### src/rtl/multicycle_ctrl_fsm.sv
`default_nettype none
// multicycle_ctrl_fsm: main sequencer of a multicycle ARM-style datapath.
// Moore strobes/selects registered from next state; stall freezes state and masks write strobes.
module multicycle_ctrl_fsm (
  input  logic        clk,
  input  logic        reset,
  input  logic [1:0]  Op,
  input  logic [5:0]  Funct,
  input  logic        stall,
  output logic        IRWrite,
  output logic        NextPC,
  output logic        RegW,
  output logic        MemW,
  output logic        Branch,
  output logic        ALUOp,
  output logic        AdrSrc,
  output logic [1:0]  ALUSrcA,
  output logic [1:0]  ALUSrcB,
  output logic [1:0]  ResultSrc,
  output logic [3:0]  state,
  output logic        instr_done,
  output logic [15:0] instr_count,
  output logic        illegal
);

  typedef enum logic [3:0] {
    S_FETCH    = 4'd0,
    S_DECODE   = 4'd1,
    S_MEMADR   = 4'd2,
    S_MEMRD    = 4'd3,
    S_MEMWB    = 4'd4,
    S_MEMWR    = 4'd5,
    S_EXECUTER = 4'd6,
    S_EXECUTEI = 4'd7,
    S_ALUWB    = 4'd8,
    S_BRANCH   = 4'd9,
    S_UNKNOWN  = 4'd10
  } state_t;

  typedef struct packed {
    logic       ir_write;
    logic       next_pc;
    logic       reg_w;
    logic       mem_w;
    logic       branch;
    logic       alu_op;
    logic       adr_src;
    logic [1:0] alu_src_a;
    logic [1:0] alu_src_b;
    logic [1:0] result_src;
    logic       illegal;
  } ctl_t;

  state_t      state_q;
  state_t      state_d;
  ctl_t        ctl_q;
  logic [15:0] instr_count_q;
  logic        bad_code;
  logic        retire;
  logic        unused_funct;

  function automatic ctl_t decode(input state_t s);
    ctl_t c;
    c = '0;
    case (s)
      S_FETCH: begin
        c.ir_write   = 1'b1;
        c.next_pc    = 1'b1;
        c.alu_src_a  = 2'b01;
        c.alu_src_b  = 2'b10;
        c.result_src = 2'b10;
      end
      S_DECODE: begin
        c.alu_src_a  = 2'b01;
        c.alu_src_b  = 2'b10;
        c.result_src = 2'b10;
      end
      S_MEMADR: begin
        c.alu_src_b  = 2'b01;
      end
      S_MEMRD: begin
        c.adr_src    = 1'b1;
      end
      S_MEMWB: begin
        c.result_src = 2'b01;
        c.reg_w      = 1'b1;
      end
      S_MEMWR: begin
        c.adr_src    = 1'b1;
        c.mem_w      = 1'b1;
      end
      S_EXECUTER: begin
        c.alu_op     = 1'b1;
      end
      S_EXECUTEI: begin
        c.alu_src_b  = 2'b01;
        c.alu_op     = 1'b1;
      end
      S_ALUWB: begin
        c.reg_w      = 1'b1;
      end
      S_BRANCH: begin
        c.alu_src_a  = 2'b10;
        c.alu_src_b  = 2'b01;
        c.result_src = 2'b10;
        c.branch     = 1'b1;
      end
      S_UNKNOWN: begin
        c.illegal    = 1'b1;
      end
      default: c = '0;
    endcase
    return c;
  endfunction

  // Unused encodings escape to UNKNOWN even while stalled.
  assign bad_code = (state_q > S_UNKNOWN);

  always_comb begin
    state_d = state_q;
    case (state_q)
      S_FETCH:  state_d = S_DECODE;
      S_DECODE: begin
        case (Op)
          2'b00:   state_d = Funct[5] ? S_EXECUTEI : S_EXECUTER;
          2'b01:   state_d = S_MEMADR;
          2'b10:   state_d = S_BRANCH;
          default: state_d = S_UNKNOWN;
        endcase
      end
      S_MEMADR:   state_d = Funct[0] ? S_MEMRD : S_MEMWR;
      S_MEMRD:    state_d = S_MEMWB;
      S_EXECUTER: state_d = S_ALUWB;
      S_EXECUTEI: state_d = S_ALUWB;
      S_MEMWB:    state_d = S_FETCH;
      S_MEMWR:    state_d = S_FETCH;
      S_ALUWB:    state_d = S_FETCH;
      S_BRANCH:   state_d = S_FETCH;
      S_UNKNOWN:  state_d = S_UNKNOWN;
      default:    state_d = S_UNKNOWN;
    endcase
    if (stall && !bad_code) begin
      state_d = state_q;
    end
  end

  assign retire = !stall && ((state_q == S_MEMWB) || (state_q == S_MEMWR) ||
                             (state_q == S_ALUWB) || (state_q == S_BRANCH));

  always_ff @(posedge clk or posedge reset) begin
    if (reset) begin
      state_q       <= S_FETCH;
      ctl_q         <= decode(S_FETCH);
      instr_count_q <= 16'd0;
    end else begin
      state_q <= state_d;
      ctl_q   <= decode(state_d);
      if (retire) begin
        instr_count_q <= instr_count_q + 16'd1;
      end
    end
  end

  assign IRWrite     = ctl_q.ir_write & ~stall;
  assign NextPC      = ctl_q.next_pc  & ~stall;
  assign RegW        = ctl_q.reg_w    & ~stall;
  assign MemW        = ctl_q.mem_w    & ~stall;
  assign Branch      = ctl_q.branch   & ~stall;
  assign ALUOp       = ctl_q.alu_op;
  assign AdrSrc      = ctl_q.adr_src;
  assign ALUSrcA     = ctl_q.alu_src_a;
  assign ALUSrcB     = ctl_q.alu_src_b;
  assign ResultSrc   = ctl_q.result_src;
  assign illegal     = ctl_q.illegal;
  assign state       = state_q;
  assign instr_done  = retire;
  assign instr_count = instr_count_q;

  assign unused_funct = ^Funct[4:1];

endmodule
`default_nettype wire

### config.mk
export PLATFORM = sky130hd
export DESIGN_NAME = multicycle_ctrl_fsm
export DESIGN_NICKNAME = d
export VERILOG_FILES = /design/src/rtl/multicycle_ctrl_fsm.sv
export SDC_FILE = /design/constraint.sdc
export NUM_CORES = 1
export LEC_CHECK = 0
export ABC_CLOCK_PERIOD_IN_PS = 2950
export BUFFER_PORTS_ARGS = -buffer_cell sky130_fd_sc_hd__buf_2
export CORE_AREA = 3 3 58 60
export CTS_BUF_LIST = sky130_fd_sc_hd__clkbuf_16
export DETAILED_ROUTE_END_ITERATION = 8
export DIE_AREA = 0 0 61 63
export HOLD_SLACK_MARGIN = 0.1
export PLACE_DENSITY = 0.85
export SKIP_CTS_REPAIR_TIMING = 1
export SYNTH_ARGS = -nofsm -noshare
export SYNTH_HDL_FRONTEND = slang
export SYNTH_SLANG_ARGS = --single-unit
### constraint.sdc
create_clock -name clk -period 2.95 [get_ports clk]
set_input_delay 0.4425 -clock clk [delete_from_list [all_inputs] [get_ports clk]]
set_output_delay 0.4425 -clock clk [all_outputs]
set_load 0.01 [all_outputs]
==> run metrics, run 1 <==
Post-synth ARST share=1.000; data required time of the worst path=about 2.5 ns; routed via count=~1100; routed wire length=a little under 3000 um; floorplan die area=roughly 3800 um2; CP Launch Type=register; measured slew at the worst slew-check pin=0.5708 ns; cells on worst reg2reg path=6; sequential cell area fraction in the yosys report=0.5547; Area Growth Syn to Fin=22.57%; starting DRC count in detailed routing=between 50 and 60; die boundary height=around 63 um; setup total negative slack=0 ns; commonest register cell after synthesis=dfrtp_1; status=finished clean; final core utilization=0.5979; met3 wire length=184 um; count of H-tree levels built during CTS=2; maximum operating frequency=484.7 MHz; initial core utilization=0.4878; routed via count divided by cell count=5.196; wire length of the first global-routing pass=between 4000 and 5000 um; number of max-slew violations in the final report=0; largest driver fanout on the critical path=8; area inside the core boundary=just under 3000 um2; cell row count=20; Root Driver=clkbuf_16; total power density per cell area=581.9 nW/um2; top post-synthesis cells by area=dfrtp_1, dfstp_2, xnor2_1, buf_4, xor2_1; cell types with the highest counts after synthesis=dfrtp_1, nor2_1, nand2_1, xnor2_1, inv_1; initial antenna violation count=0; wire length per cell=~14 um; final cell count without fillers=between 200 and 250; Mapped Cells=around 140; number of placed cells counting well taps=between 200 and 250; antenna diode count=0; M1 wire length=1123 um; post-layout minimum cycle time=between 2 and 2.5 ns; startpoint of the most critical register-to-register path=state[1]$_DFF_PP0_; fraction of layout instances using a drive strength above 1=0.3466; total CTS buffers=5; clock-pin slew of the registers on the worst-case setup and hold paths=roughly 0.050 ns; top layer reached by signal wires=met4; IO Count=46; fraction of the cycle the final worst path needs=0.6994; HPWL Detailed=roughly 2200 um; Worst-Skew Late Latency=about 0.27 ns; most used standard cell by instance count after synthesis=dfrtp_1; endpoint of the lowest-slack register-to-register path=ALUSrcB[0]$_DFF_PP0_; max-cap check violation count=0; die width=between 60 and 70 um; DRC=0; slew margin rel.=0.6165; hold_ws=0.2445 ns; setup skew after layout=roughly 0.0031 ns; endpoint type of the worst setup path=output pin; Final Total Pwr=between 1000 and 1500 uW; Synth warnings=0; via count of the first global-routing pass=1108; static leakage power=between 0.0009 and 0.001 uW; worst setup path class=register to output pin; met2 wire length=1550 um; register-to-register setup slack=approximately 1.1 ns; synthesized cell area=around 1500 um2; RePlAce Congestion=0.8012; grt total ovfl=0; path type of the worst min-delay path=input port to asynchronous set/reset pin; I/O Buffers=41; library cells used by synthesis=33; CTS tree=yes; Finish-stage setup viols=0; IR Drop Worst-Case VDD=~0.40 mV; Mean Syn Cell Area=10.76 um2; NumNets Final=187; largest buffer count on any clock path=2; final hold violation count=0; pin count of the biggest net entering global routing=33; Clock Sinks=32; Pre-antenna DRT Iters=4; WP data arrival=roughly 1.6 ns; GR Util All Layers=0.1713; Syn Nets=around 150; Seq cells post-synth=32; Synth top area share=0.4823; count of flip-flops with a built-in enable after synthesis=0; cell type with the highest aggregate area in the netlist=dfrtp_1; Post-DRT Antenna Nets=0; RSZ-0062 raised after global routing=no
placed cells by master, fill, tap and decap left out:
| cell type | count |
|---|---|
| buf_2 | 41 |
| dfrtp_1 | 28 |
| nor2_1 | 13 |
| xnor2_1 | 10 |
| nand2_1 | 10 |
| inv_1 | 8 |
| xor2_1 | 6 |
| nor3_1 | 5 |
| nand4_1 | 5 |
| nor2b_1 | 5 |
| clkbuf_16 | 5 |
| dfstp_2 | 4 |
| nand3_1 | 4 |
| o21ai_0 | 3 |
| and3_1 | 3 |
| a21oi_1 | 3 |
| nor4_1 | 2 |
| nand2b_1 | 2 |
| mux2i_1 | 2 |
| clkinv_2 | 2 |
| buf_4 | 2 |
| nor4_2 | 1 |
| mux2_2 | 1 |
| or2_2 | 1 |
| or3b_4 | 1 |
| a311oi_1 | 1 |
| nor3b_1 | 1 |
| o311a_2 | 1 |
| o31ai_2 | 1 |
| or3_1 | 1 |
| clkinv_4 | 1 |
| a211oi_1 | 1 |
| ha_1 | 1 |
| clkinv_1 | 1 |
per-layer routing:
layer | up-vias | track usage
li1 | 522 | -
met1 | 521 | 0.1781
met2 | 39 | 0.2928
met3 | 4 | 0.07025
met4 | 0 | 0.07317
met5 | - | 0
final cells by class:
type,instances,area [um2]
timing repair buffer,43,220.2
clock buffer,5,125.1
tap,33,41.29
sequential,32,805.8
multi-input combinational,84,535.5
inverter,9,38.79
clock inverter,3,13.76
fill,268,1197
state kept, by name (all words and copies together), names as in the netlist:
| name | cells |
|---|---|
| illegal | 1 |
| instr_count | 16 |
| ResultSrc | 2 |
| state | 4 |
| ALUOp | 1 |
| ALUSrcA | 2 |
| AdrSrc | 1 |
| ctl_q | 3 |
| ALUSrcB | 2 |
critical path: stages (launching register included):
cell	delay (ns)
dfrtp_1	0.46
xnor2_1	0.19
nor3_1	0.46
buf_2	0.24
cell families (layout without fill, tap and decap cells):
family                     count (synthesis)  count (layout)  share of synthesized area
and+or+nand+nor                           54              54                     0.1938
DFF                                       32              32                     0.5547
buffers and inverters                     19              60                    0.07665
xor gates and xnor gates                  16              16                    0.09647
AOI/OAI and AO/OA                         10              10                    0.04823
muxes                                      3               3                    0.02153
adders and majority gates                  1               1                   0.008612
stage by stage:
step | instance area, um2 | setup slack (ns)
global placement | 1642 | 1.051
finish | 1780 | 0.8869
detailed placement | 1642 | 1.020
floorplan | 1453 | 1.137
global route | 1780 | 0.7352
CTS | 1780 | 0.8676
report_power, final:
| part | total, uW | switching [uW] | leakage, uW | internal (uW) |
|---|---|---|---|---|
| clock | 468 | 163 | 0.0000710 | 305 |
| sequential | 487 | 27.1 | 0.000413 | 459 |
| combinational | 81.5 | 44.9 | 0.000434 | 36.7 |
| total | 1040 | 235 | 0.000918 | 801 |
worst max-delay path by stage:
stage | startpoint | to | cells after the start
2_1_floorplan | state[1]$_DFF_PP0_ | AdrSrc$_DFF_PP0_ | 6
3_3_place_gp | stall | ALUSrcB[0]$_DFF_PP0_ | 6
3_5_place_dp | stall | ALUSrcB[0]$_DFF_PP0_ | 6
4_1_cts | state[3]$_DFF_PP0_ | instr_done | 3
5_1_grt | state[3]$_DFF_PP0_ | instr_done | 3
6_report | state[3]$_DFF_PP0_ | instr_done | 3
Power figures use the tool's default switching activity.
==> inputs of run 2 (changes only) <==
--- a/config.mk
+++ b/config.mk
@@ -5,14 +5,15 @@
 export SDC_FILE = /design/constraint.sdc
 export NUM_CORES = 1
 export LEC_CHECK = 0
-export ABC_CLOCK_PERIOD_IN_PS = 2950
+export ABC_AREA = 1
+export ABC_CLOCK_PERIOD_IN_PS = 2000
 export BUFFER_PORTS_ARGS = -buffer_cell sky130_fd_sc_hd__buf_2
-export CORE_AREA = 3 3 58 60
+export CORE_AREA = 3 3 62 64
 export CTS_BUF_LIST = sky130_fd_sc_hd__clkbuf_16
 export DETAILED_ROUTE_END_ITERATION = 8
-export DIE_AREA = 0 0 61 63
+export DIE_AREA = 0 0 65 67
 export HOLD_SLACK_MARGIN = 0.1
-export PLACE_DENSITY = 0.85
+export PLACE_DENSITY = 0.84
 export SKIP_CTS_REPAIR_TIMING = 1
 export SYNTH_ARGS = -nofsm -noshare
 export SYNTH_HDL_FRONTEND = slang
==> constraint.sdc (replaced) <==
create_clock -name clk -period 2 [get_ports clk]
set_input_delay 0.3 -clock clk [delete_from_list [all_inputs] [get_ports clk]]
set_output_delay 0.3 -clock clk [all_outputs]
set_load 0.01 [all_outputs]
==> run 2 against run 1 <==
Cell count increased by 43%. Worst hold slack improved by 0.23 ns. Setup slack got worse by 0.68 ns. Sequential cell count unchanged. Non-clock buffer count unchanged. Wire length increased by 23%. Critical endpoint unchanged. Largest cell class unchanged.
==> run metrics, run 2 <==
final instance area=2100 um2 (was 1780 um2); RePlAce Congestion=0.9056 (was 0.8012); via count of the first global-routing pass=1478 (was 1108); Largest register FFs=16 (unchanged); status=finished clean (unchanged); Seq cells post-synth=32 (unchanged); GR Util All Layers=0.1884 (was 0.1713); HPWL Detailed=2463 um (was 2180 um); routed via count=1518 (was 1086); Area Growth Syn to Fin=23.75% (was 22.57%); leading cell type in the layout, fill and taps excluded=nand2_1 (was buf_2); floorplan die area=4355 um2 (was 3843 um2); endpoint type of the worst setup path=output pin (unchanged); met2 wire length=1849 um (was 1550 um); depth of the worst hold-timing path=3; RSZ-0062 raised after global routing=no (unchanged); commonest cells after routing, fill and taps aside=nand2_1, buf_2, dfrtp_1 (was buf_2, dfrtp_1, nor2_1); measured slew at the worst slew-check pin=0.4197 ns (was 0.5708 ns); die boundary height=67 um (was 63 um); static leakage power=0.001146 uW (was 0.0009176 uW); standard cell area after detailed placement=1922 um2 (was 1642 um2); Synth warnings=0 (unchanged); routed wire length=3552 um (was 2886 um); largest stage delay on the critical path=0.46 ns (about the same); critical-path cell with the highest stage delay=dfrtp_1 (unchanged); commonest register cell after synthesis=dfrtp_1 (unchanged); Root Driver=clkbuf_16 (unchanged); combined flip-flop and latch cell area=805.8 um2 (unchanged); grt total ovfl=0 (unchanged); Filler cells=307 (was 268); routed via count divided by cell count=5.094 (was 5.196); Finish-stage setup viols=0 (unchanged); largest driver fanout on the critical path=10 (was 8); top layer reached by signal wires=met4 (unchanged); met3 wire length=270 um (was 184 um); maximum operating frequency=between 500 and 600 MHz; count of flip-flops with a built-in enable after synthesis=0 (unchanged); data required time of the worst path=1.70 ns (was 2.51 ns); clock-pin slew of the registers on the worst-case setup and hold paths=0.05 ns (about the same); setup skew after layout=0.002380 ns (was 0.003139 ns); path type of the worst min-delay path=input port to register (was input port to asynchronous set/reset pin); Final Total Pwr=2797 uW (was 1036 uW); DRC=0 (unchanged); worst min-delay path startpoint=stall; library cells used by synthesis=23 (was 33); CP Launch Type=register (unchanged); wire length per cell=11.92 um (was 13.81 um); cell row count=21 (was 20); Synth top area share=0.4130 (was 0.4823); wire length of the first global-routing pass=6251 um (was 4857 um); cells on worst reg2reg path=8 (was 6); largest buffer count on any clock path=2 (unchanged); I/O Buffers=41 (unchanged); starting DRC count in detailed routing=86 (was 53); worst setup path class=register to output pin (unchanged); synthesized cell area=1697 um2 (was 1453 um2); M1 wire length=1348 um (was 1123 um); fraction of layout instances using a drive strength above 1=0.2937 (was 0.3466); Multi-input gate area=705.7 um2 (was 535.5 um2); area inside the core boundary=3337 um2 (was 2978 um2); hold_ws=0.4723 ns (was 0.2445 ns); CP Cell Sequence=inv_1 > nand4_4 > inv_2 > buf_2 (was xnor2_1 > nor3_1 > buf_2); WP data arrival=1.49 ns (was 1.62 ns); antenna diode count=0 (unchanged); post-layout minimum cycle time=1.791 ns; slew margin rel.=0.7179 (was 0.6165); cell type with the highest aggregate area in the netlist=dfrtp_1 (unchanged); Worst-Skew Late Latency=0.28 ns (was 0.27 ns); final hold violation count=0 (unchanged); final cell count without fillers=298 (was 209); total power density per cell area=1332 nW/um2 (was 581.9 nW/um2); Clock Sinks=32 (unchanged); startpoint of the most critical register-to-register path=instr_count[1]$_DFFE_PP0P_ (was state[1]$_DFF_PP0_); Post-DRT Antenna Nets=0 (unchanged); register-to-register setup slack=0.44 ns (was 1.05 ns); Mean Syn Cell Area=8.118 um2 (was 10.76 um2); WHS Endpoint=state[3]$_DFF_PP0_; top post-synthesis cells by area=dfrtp_1, nand2_1, dfstp_2, nand3_1, inv_1 (was dfrtp_1, dfstp_2, xnor2_1, buf_4, xor2_1); max-cap check violation count=0 (unchanged); endpoint of the lowest-slack register-to-register path=instr_count[14]$_DFFE_PP0P_ (was ALUSrcB[0]$_DFF_PP0_); cell types with the highest counts after synthesis=nand2_1, dfrtp_1, inv_1, nor2_1, nand3_1 (was dfrtp_1, nor2_1, nand2_1, xnor2_1, inv_1); count of H-tree levels built during CTS=2 (unchanged); most used standard cell by instance count after synthesis=nand2_1 (was dfrtp_1); Post-synth ARST share=1.000 (unchanged); number of max-slew violations in the final report=0 (unchanged); initial core utilization=0.5084 (was 0.4878); total CTS buffers=5 (unchanged); Pre-antenna DRT Iters=4 (unchanged); sequential cell area fraction in the yosys report=0.4749 (was 0.5547); die width=65 um (was 61 um); fraction of the cycle the final worst path needs=0.8957; pin count of the biggest net entering global routing=33 (unchanged); Mapped Cells=209 (was 135); setup total negative slack=0 ns (unchanged); CTS tree=yes (unchanged); number of placed cells counting well taps=289 (was 201); NumNets Final=263 (was 187); IR Drop Worst-Case VDD=0.7484 mV (was 0.3961 mV); Syn Nets=221 (was 147); IO Count=46 (unchanged); initial antenna violation count=0 (unchanged)
run 2: where the power goes:
| part | total [uW] | internal [uW] | switching, uW |
|---|---|---|---|
| combinational | 937 | 331 | 605 |
| clock | 860 | 584 | 277 |
| sequential | 1000 | 851 | 148 |
| total | 2800 | 1770 | 1030 |
run 2: worst max path at each step:
| stage | from | endpoint | slack (ns) | depth (start not counted) |
|---|---|---|---|---|
| 2_1_floorplan | state[3]$_DFF_PP0_ | instr_count[7]$_DFFE_PP0P_ | 0.63 | 5 |
| 3_3_place_gp | stall | instr_done | 0.51 | 5 |
| 5_1_grt | state[3]$_DFF_PP0_ | instr_done | 0.09 | 4 |
| 4_1_cts | state[3]$_DFF_PP0_ | instr_done | 0.20 | 4 |
| 6_report | state[1]$_DFF_PP0_ | instr_done | 0.21 | 4 |
| 3_5_place_dp | state[3]$_DFF_PP0_ | instr_done | 0.51 | 4 |
run 2: cells by family after synthesis:
family / synth area share
simple gates: 0.3503
buf+inv: 0.1091
flops: 0.4749
xor+xnor: 0.04646
compound gates: 0.01179
fa+ha+maj: 0.007373
run 2: metal layers:
| metal | vias to the layer above | global-route usage |
|---|---|---|
| met5 | - | 0 |
| met3 | 11 | 0.05734 |
| met4 | 0 | 0.1108 |
| li1 | 737 | - |
| met2 | 69 | 0.3295 |
| met1 | 701 | 0.1992 |
run 2: layout make-up:
class,count,share of cell area
Timing Repair Buffer,43,0.1120
Clock buffer,5,0.05959
Clock inverter,3,0.02026
Sequential cell,32,0.3838
Inverter,34,0.06079
Multi-Input combinational cell,135,0.3361
Tap cell,46,0.02741
run 2: critical path, delay by kind of cell, from the launching register on:
kind | cells | cell delay (ns)
and+or+nand+nor | 1 | 0.22
buffers and inverters | 3 | 0.53
DFF | 1 | 0.46
run 2: per-stage QoR:
step             util  worst slack [ns]
2_1_floorplan       -            0.6344
3_3_place_gp   0.5759            0.5132
3_5_place_dp   0.5759            0.5061
4_1_cts        0.6262            0.1963
5_1_grt        0.6292           0.08764
6_report       0.6292            0.2087
